===== config.mk =====
export PLATFORM = sky130hd
export DESIGN_NAME = load_store_unit
export DESIGN_NICKNAME = d
export VERILOG_FILES = /design/src/rtl/load_store_unit.sv
export SDC_FILE = /design/constraint.sdc
export NUM_CORES = 1
export LEC_CHECK = 0
export CAP_MARGIN = 20
export CORE_MARGIN = 2
export CORE_UTILIZATION = 52
export DETAILED_ROUTE_END_ITERATION = 10
export PLACE_DENSITY = 0.86
export SKIP_LAST_GASP = 1
export SLEW_MARGIN = 30
export SYNTH_ARGS = -nofsm -noshare
export SYNTH_HDL_FRONTEND = slang
export SYNTH_SLANG_ARGS = --single-unit

===== constraint.sdc =====
create_clock -name clock -period 12.75 [get_ports clock]
set_input_delay 2.55 -clock clock [delete_from_list [all_inputs] [get_ports clock]]
set_output_delay 2.55 -clock clock [all_outputs]
set_load 0.02 [all_outputs]

===== src/rtl/load_store_unit.sv =====
// Load/store unit: accepts one access at a time, checks alignment and range,
// and performs big-endian sub-word loads and read-modify-write sub-word stores.
module load_store_unit #(
  parameter int WORD_SIZE   = 32,
  parameter int MEMORY_SIZE = 1024
) (
  input  logic                 clock,
  input  logic                 reset,
  input  logic                 req_valid,
  output logic                 req_ready,
  input  logic                 req_write,
  input  logic [1:0]           req_size,
  input  logic                 req_signed,
  input  logic [WORD_SIZE-1:0] req_address,
  input  logic [WORD_SIZE-1:0] req_data,
  output logic                 resp_valid,
  output logic [WORD_SIZE-1:0] resp_data,
  output logic                 err_misaligned,
  output logic                 err_invalid_address,
  output logic [WORD_SIZE-1:0] mem_address,
  output logic                 mem_read_enabled,
  output logic                 mem_write_enabled,
  output logic [WORD_SIZE-1:0] mem_write_data,
  input  logic [WORD_SIZE-1:0] mem_read_data
);

  localparam logic [1:0] S_IDLE  = 2'd0;
  localparam logic [1:0] S_READ  = 2'd1;
  localparam logic [1:0] S_WRITE = 2'd2;
  localparam logic [1:0] S_RESP  = 2'd3;

  localparam logic [1:0] SZ_BYTE = 2'b00;
  localparam logic [1:0] SZ_HALF = 2'b01;
  localparam logic [1:0] SZ_WORD = 2'b10;

  localparam logic [WORD_SIZE-1:0] LP_MAX_IDX = WORD_SIZE'(MEMORY_SIZE - 1);

  logic [1:0]           r_state;
  logic                 r_write;
  logic [1:0]           r_size;
  logic                 r_signed;
  logic [WORD_SIZE-1:0] r_addr;
  logic [WORD_SIZE-1:0] r_data;
  logic [WORD_SIZE-1:0] r_word;
  logic [WORD_SIZE-1:0] r_resp_data;
  logic                 r_err_mis;
  logic                 r_err_inv;

  logic                 w_misaligned;
  logic                 w_invalid;
  logic [4:0]           w_byte_sh;
  logic [4:0]           w_half_sh;
  logic [7:0]           w_byte;
  logic [15:0]          w_half;
  logic [WORD_SIZE-1:0] w_load;
  logic [WORD_SIZE-1:0] w_mask;
  logic [WORD_SIZE-1:0] w_lane;
  logic [WORD_SIZE-1:0] w_merged;

  assign w_misaligned = (req_size == 2'b11)
                      | ((req_size == SZ_HALF) & req_address[0])
                      | ((req_size == SZ_WORD) & (|req_address[1:0]));
  assign w_invalid    = (req_address >> 2) > LP_MAX_IDX;

  // Big-endian lanes: offset 0 is the most significant byte/halfword.
  assign w_byte_sh = {~r_addr[1:0], 3'b000};
  assign w_half_sh = {~r_addr[1], 4'b0000};
  assign w_byte    = 8'(mem_read_data >> w_byte_sh);
  assign w_half    = 16'(mem_read_data >> w_half_sh);

  always_comb begin
    w_load = mem_read_data;
    case (r_size)
      SZ_BYTE: w_load = r_signed ? {{(WORD_SIZE-8){w_byte[7]}}, w_byte}
                                 : {{(WORD_SIZE-8){1'b0}}, w_byte};
      SZ_HALF: w_load = r_signed ? {{(WORD_SIZE-16){w_half[15]}}, w_half}
                                 : {{(WORD_SIZE-16){1'b0}}, w_half};
      default: w_load = mem_read_data;
    endcase
  end

  always_comb begin
    w_mask = '0;
    w_lane = '0;
    if (r_size == SZ_HALF) begin
      w_mask = WORD_SIZE'(16'hFFFF) << w_half_sh;
      w_lane = WORD_SIZE'(r_data[15:0]) << w_half_sh;
    end else begin
      w_mask = WORD_SIZE'(8'hFF) << w_byte_sh;
      w_lane = WORD_SIZE'(r_data[7:0]) << w_byte_sh;
    end
    w_merged = (r_word & ~w_mask) | w_lane;
  end

  always_ff @(posedge clock or posedge reset) begin
    if (reset) begin
      r_state     <= S_IDLE;
      r_write     <= 1'b0;
      r_size      <= 2'b00;
      r_signed    <= 1'b0;
      r_addr      <= '0;
      r_data      <= '0;
      r_word      <= '0;
      r_resp_data <= '0;
      r_err_mis   <= 1'b0;
      r_err_inv   <= 1'b0;
    end else begin
      case (r_state)
        S_IDLE: if (req_valid) begin
          r_write     <= req_write;
          r_size      <= req_size;
          r_signed    <= req_signed;
          r_addr      <= req_address;
          r_data      <= req_data;
          r_resp_data <= '0;
          // Misalignment wins when the address is also out of range.
          r_err_mis   <= w_misaligned;
          r_err_inv   <= ~w_misaligned & w_invalid;
          if (w_misaligned | w_invalid)             r_state <= S_RESP;
          else if (req_write && req_size == SZ_WORD) r_state <= S_WRITE;
          else                                      r_state <= S_READ;
        end
        S_READ: begin
          r_word <= mem_read_data;
          if (r_write) begin
            r_state <= S_WRITE;
          end else begin
            r_resp_data <= w_load;
            r_state     <= S_RESP;
          end
        end
        S_WRITE: r_state <= S_RESP;
        default: r_state <= S_IDLE;
      endcase
    end
  end

  assign req_ready           = (r_state == S_IDLE);
  assign mem_read_enabled    = (r_state == S_READ);
  assign mem_write_enabled   = (r_state == S_WRITE);
  assign mem_address         = (r_state == S_IDLE) ? '0 : (r_addr >> 2);
  assign mem_write_data      = (r_state != S_WRITE) ? '0
                             : (r_size == SZ_WORD)  ? r_data : w_merged;
  assign resp_valid          = (r_state == S_RESP);
  assign resp_data           = resp_valid ? r_resp_data : '0;
  assign err_misaligned      = resp_valid & r_err_mis;
  assign err_invalid_address = resp_valid & r_err_inv;

endmodule


==> flow_summary_export.csv <==
group,metric,value,unit
clocking,setup_fix_buffers_added_after_clock_tree_synthesis,0,
route,via_density_per_instance,5.90,
setup_path,cpPeakStageDelay,0.79,ns
synthesis,post-synth-top-area-fraction,47.9,%
floorplan,die-width,121,um
final_layout,area_delta_synth_final,37.6,%
grt,grt_pass1_vias,5764,
timing,finalMaxSlewViolations,0,
final_layout,layout.nets,927,
grt,gr-usage-all-layers,28.3,%
timing,finalSetupViolations,0,
synthesis,syn-cell-area,7110,um^2
synthesis,synth-warning-count,0,
setup_path,worstPathArrival,3.05,ns
final_layout,antenna_cells_inserted,0,
route,postRouteWirelength,20300,um
clocking,post_cts_resized,0,
grt,grt_pass1_wl,31800,um
worst_hold_path,worstHoldPathType,"register to register",
grt,grt_max_degree,75,
clocking,clkTransAtPathRegs,0.06,ns
timing,worst_slack,7.15,ns
route,antenna_left,0,
power,vdd_drop_max,0.149,mV
placement,gp_congestion,0.935,
synthesis,yosys.area.top_type,"dfrtp_1",
floorplan,core_area,13300,um^2
power,cellLeakagePower,3.97,nW
clocking,cts_tree,"done",
setup_path,critical_path.cell_chain,"nand2b_1, buf_4, o21ai_1, nand2_1, a21boi_0, clkdlybuf4s50_1",
synthesis,synth-edff-count,0,
setup_path,r2r_end,"r_data[2]$_DFFE_PP0P_",
worst_hold_path,timing.hold.worst_path_depth,2,
synthesis,syn-instance-count,643,
setup_path,reg2regPathDepth,5,
route,post_detailed_route_wirelength_per_cell,20.1,um
setup_path,reg2reg_setup_slack,9.66,ns
clocking,hold_buffers,0,
route,dr_iter_0_viols,595,
floorplan,die_y,121,um
placement,port-buffer-count,202,
synthesis,synth_area_leaders,"dfrtp_1, mux2_2, nor2b_1",
synthesis,postSynthRegisterBits,136,
floorplan,initial_utilization,53.5,%
setup_path,crit_slowest_cell,"dfrtp_2",
timing,max_fclk,179,MHz
placement,post-dp-hpwl,14300,um
clocking,cts.path.max_buffers,2,
status,outcome,"complete, no violations",
timing,slew-limit-headroom,49.3,%
timing,post-route-period-util,43.9,%
timing,skew,0.0103,ns
timing,final_hold_viols,0,
grt,grt.overflow.total,0,
timing,rsz0062_at_grt,"no",
run,maxCapViolCount,0,
clocking,clock_root_buffer,"clkbuf_16",
setup_path,setup.worst_path.start_class,"register",
setup_path,cp.required,10.20,ns
grt,initial_antenna_violation_count,0,
placement,pre_cts_slack,7.74,ns
floorplan,num_rows,42,
setup_path,criticalPathCategory,"register to primary output",
setup_path,critical-path-top-delay-family,"buffers and inverters",
final_layout,postLayoutCoreUtil,73.6,%
route,dr.pass1.iters,8,
synthesis,synth.distinct_cells,51,
synthesis,syn_area_per_cell,11.1,um^2
setup_path,timing.critical_path.fanout_max,36,
setup_path,cp.buffers_inverters,2,
clocking,htree_levels,4,
route,post-route-drc-count,0,
timing,tightestPinTransition,0.761,ns
power,cellPowerDensity,275,nW/um^2
clocking,cts.sink_count,136,
clocking,clock_insertion_delay_worst_skew,0.42,ns
synthesis,synth_sequential_area_ratio,47.9,%
power,total_power,2.69,mW
floorplan,die-area,14600,um^2
worst_hold_path,hold_end,"r_resp_data[22]$_DFFE_PP0P_",
synthesis,synth_ff_type,"dfrtp_1",
timing,finalSetupTns,0,ns
setup_path,reg2reg_from,"r_state[0]$_DFFE_PP0P_",
timing,final.min_clock_period,5.60,ns
floorplan,top_level_ports,205,
route,num_vias,5957,
final_layout,final_layout_size_suffix_gt1_share,19.9,%
synthesis,synth_async_sr_flop_share,100,%
setup_path,end_kind,"primary output",
worst_hold_path,worst_hold_startpoint,"r_resp_data[22]$_DFFE_PP0P_",
clocking,numCtsBuffers,17,
[cell usage after synthesis, types with 2 or more instances]
cell type / number
nor2b_1: 43
o21ai_0: 49
dfrtp_1: 136
a222oi_1: 7
o221a_2: 7
o21ai_1: 2
a22o_1: 8
o211ai_1: 9
inv_1: 5
buf_2: 16
nor4_1: 5
o22a_1: 8
nor3_1: 2
nand2b_1: 3
nand2_1: 44
and2_1: 36
nand3_1: 13
clkbuf_1: 22
a21oi_1: 26
buf_6: 3
buf_4: 8
mux2_2: 106
o21a_1: 10
o22ai_1: 2
nor2_1: 13
mux2i_1: 19
a32oi_1: 7
ha_1: 4
a21boi_0: 8
[flip-flops by register name, summed over array words and instances, names as in the netlist]
signal,count
r_signed,1
r_addr,32
r_err_mis,1
r_resp_data,32
r_write,1
r_word,32
r_state,2
r_data,32
r_err_inv,1
r_size,2
[placed cells by master (no fill, tap or decap), drive strengths merged, types with 2 or more instances in the layout]
| cell type | Yosys | routed |
|---|---|---|
| nand3b | 2 | 2 |
| mux2i | 19 | 19 |
| o211ai | 10 | 10 |
| a22o | 8 | 8 |
| o21ai | 53 | 53 |
| dfrtp | 136 | 136 |
| buf | 28 | 5 |
| mux2 | 106 | 106 |
| conb | 1 | 2 |
| nor2b | 43 | 43 |
| a21oi | 26 | 26 |
| a222oi | 7 | 7 |
| ha | 4 | 4 |
| and2 | 36 | 36 |
| inv | 6 | 9 |
| a32oi | 7 | 7 |
| o21a | 10 | 10 |
| clkbuf | 22 | 20 |
| nor4 | 5 | 5 |
| bufinv | 0 | 3 |
| a21boi | 8 | 8 |
| nand3 | 13 | 13 |
| nor2 | 14 | 14 |
| clkdlybuf4s50 | 0 | 202 |
| nand2b | 4 | 4 |
| o22ai | 2 | 2 |
| clkinv | 0 | 5 |
| nand2 | 44 | 44 |
| o221a | 8 | 8 |
| nor3 | 2 | 2 |
| o22a | 8 | 8 |
[kinds of logic after synthesis]
family,share of synthesized area [%]
other cells,0.0527
simple gates,12.7
compound gates,15.2
flops,47.9
mux,19.5
buf+inv,3.98
fa+ha+maj,0.704
[per-stage QoR]
step	area, um^2	std cells	hold slack, ns
after floorplan	7110	644	0.442
after global placement	9140	977	0.456
after detailed placement	9140	977	0.465
after CTS	9770	1009	0.478
after global routing	9780	1009	0.498
final	9780	1009	0.474
[routing by layer]
layer	vias up	GRT usage [%]	wire length, um
li1	2684	-	-
met1	2895	37.7	8360
met2	297	44.2	9780
met3	81	6.86	1330
met4	0	12.4	799
met5	-	0	0
[power breakdown]
part	total, mW	switching, mW	internal [mW]	leakage [nW]
clock network	0.516	0.191	0.326	0.308
registers	0.853	0.208	0.645	1.65
logic	1.33	0.662	0.664	2.01
total	2.69	1.06	1.63	3.97
[layout make-up]
cell class	count	area, um^2
tap	176	220
timing repair buffer	207	2060
sequential	136	3410
inverter	6	27.5
clock buffer	20	467
clock inverter	12	164
fill	885	3510
multi-input combinational	452	3440
[how the worst max path moves through the flow]
stage | startpoint | endpoint | slack, ns | depth (start not counted)
2_1_floorplan | reset | r_addr[0]$_DFFE_PP0P_ | 6.56 | 1
3_3_place_gp | r_size[1]$_DFFE_PP0P_ | mem_write_data[23] | 7.51 | 5
3_5_place_dp | r_size[0]$_DFFE_PP0P_ | mem_write_data[21] | 7.74 | 5
4_1_cts | r_state[0]$_DFFE_PP0P_ | mem_write_data[16] | 7.16 | 5
5_1_grt | r_size[0]$_DFFE_PP0P_ | mem_write_data[16] | 6.96 | 5
6_report | r_size[1]$_DFFE_PP0P_ | mem_write_data[14] | 7.15 | 6
[worst register-to-register path, cell delays in order, from the launching register on]
cell     delay [ns]
dfrtp_1        0.42
inv_1          0.13
ha_2           0.67
and2_2         0.76
buf_4          0.56
mux2_2         0.43
Note: power is estimated with default switching activity, not from simulation.
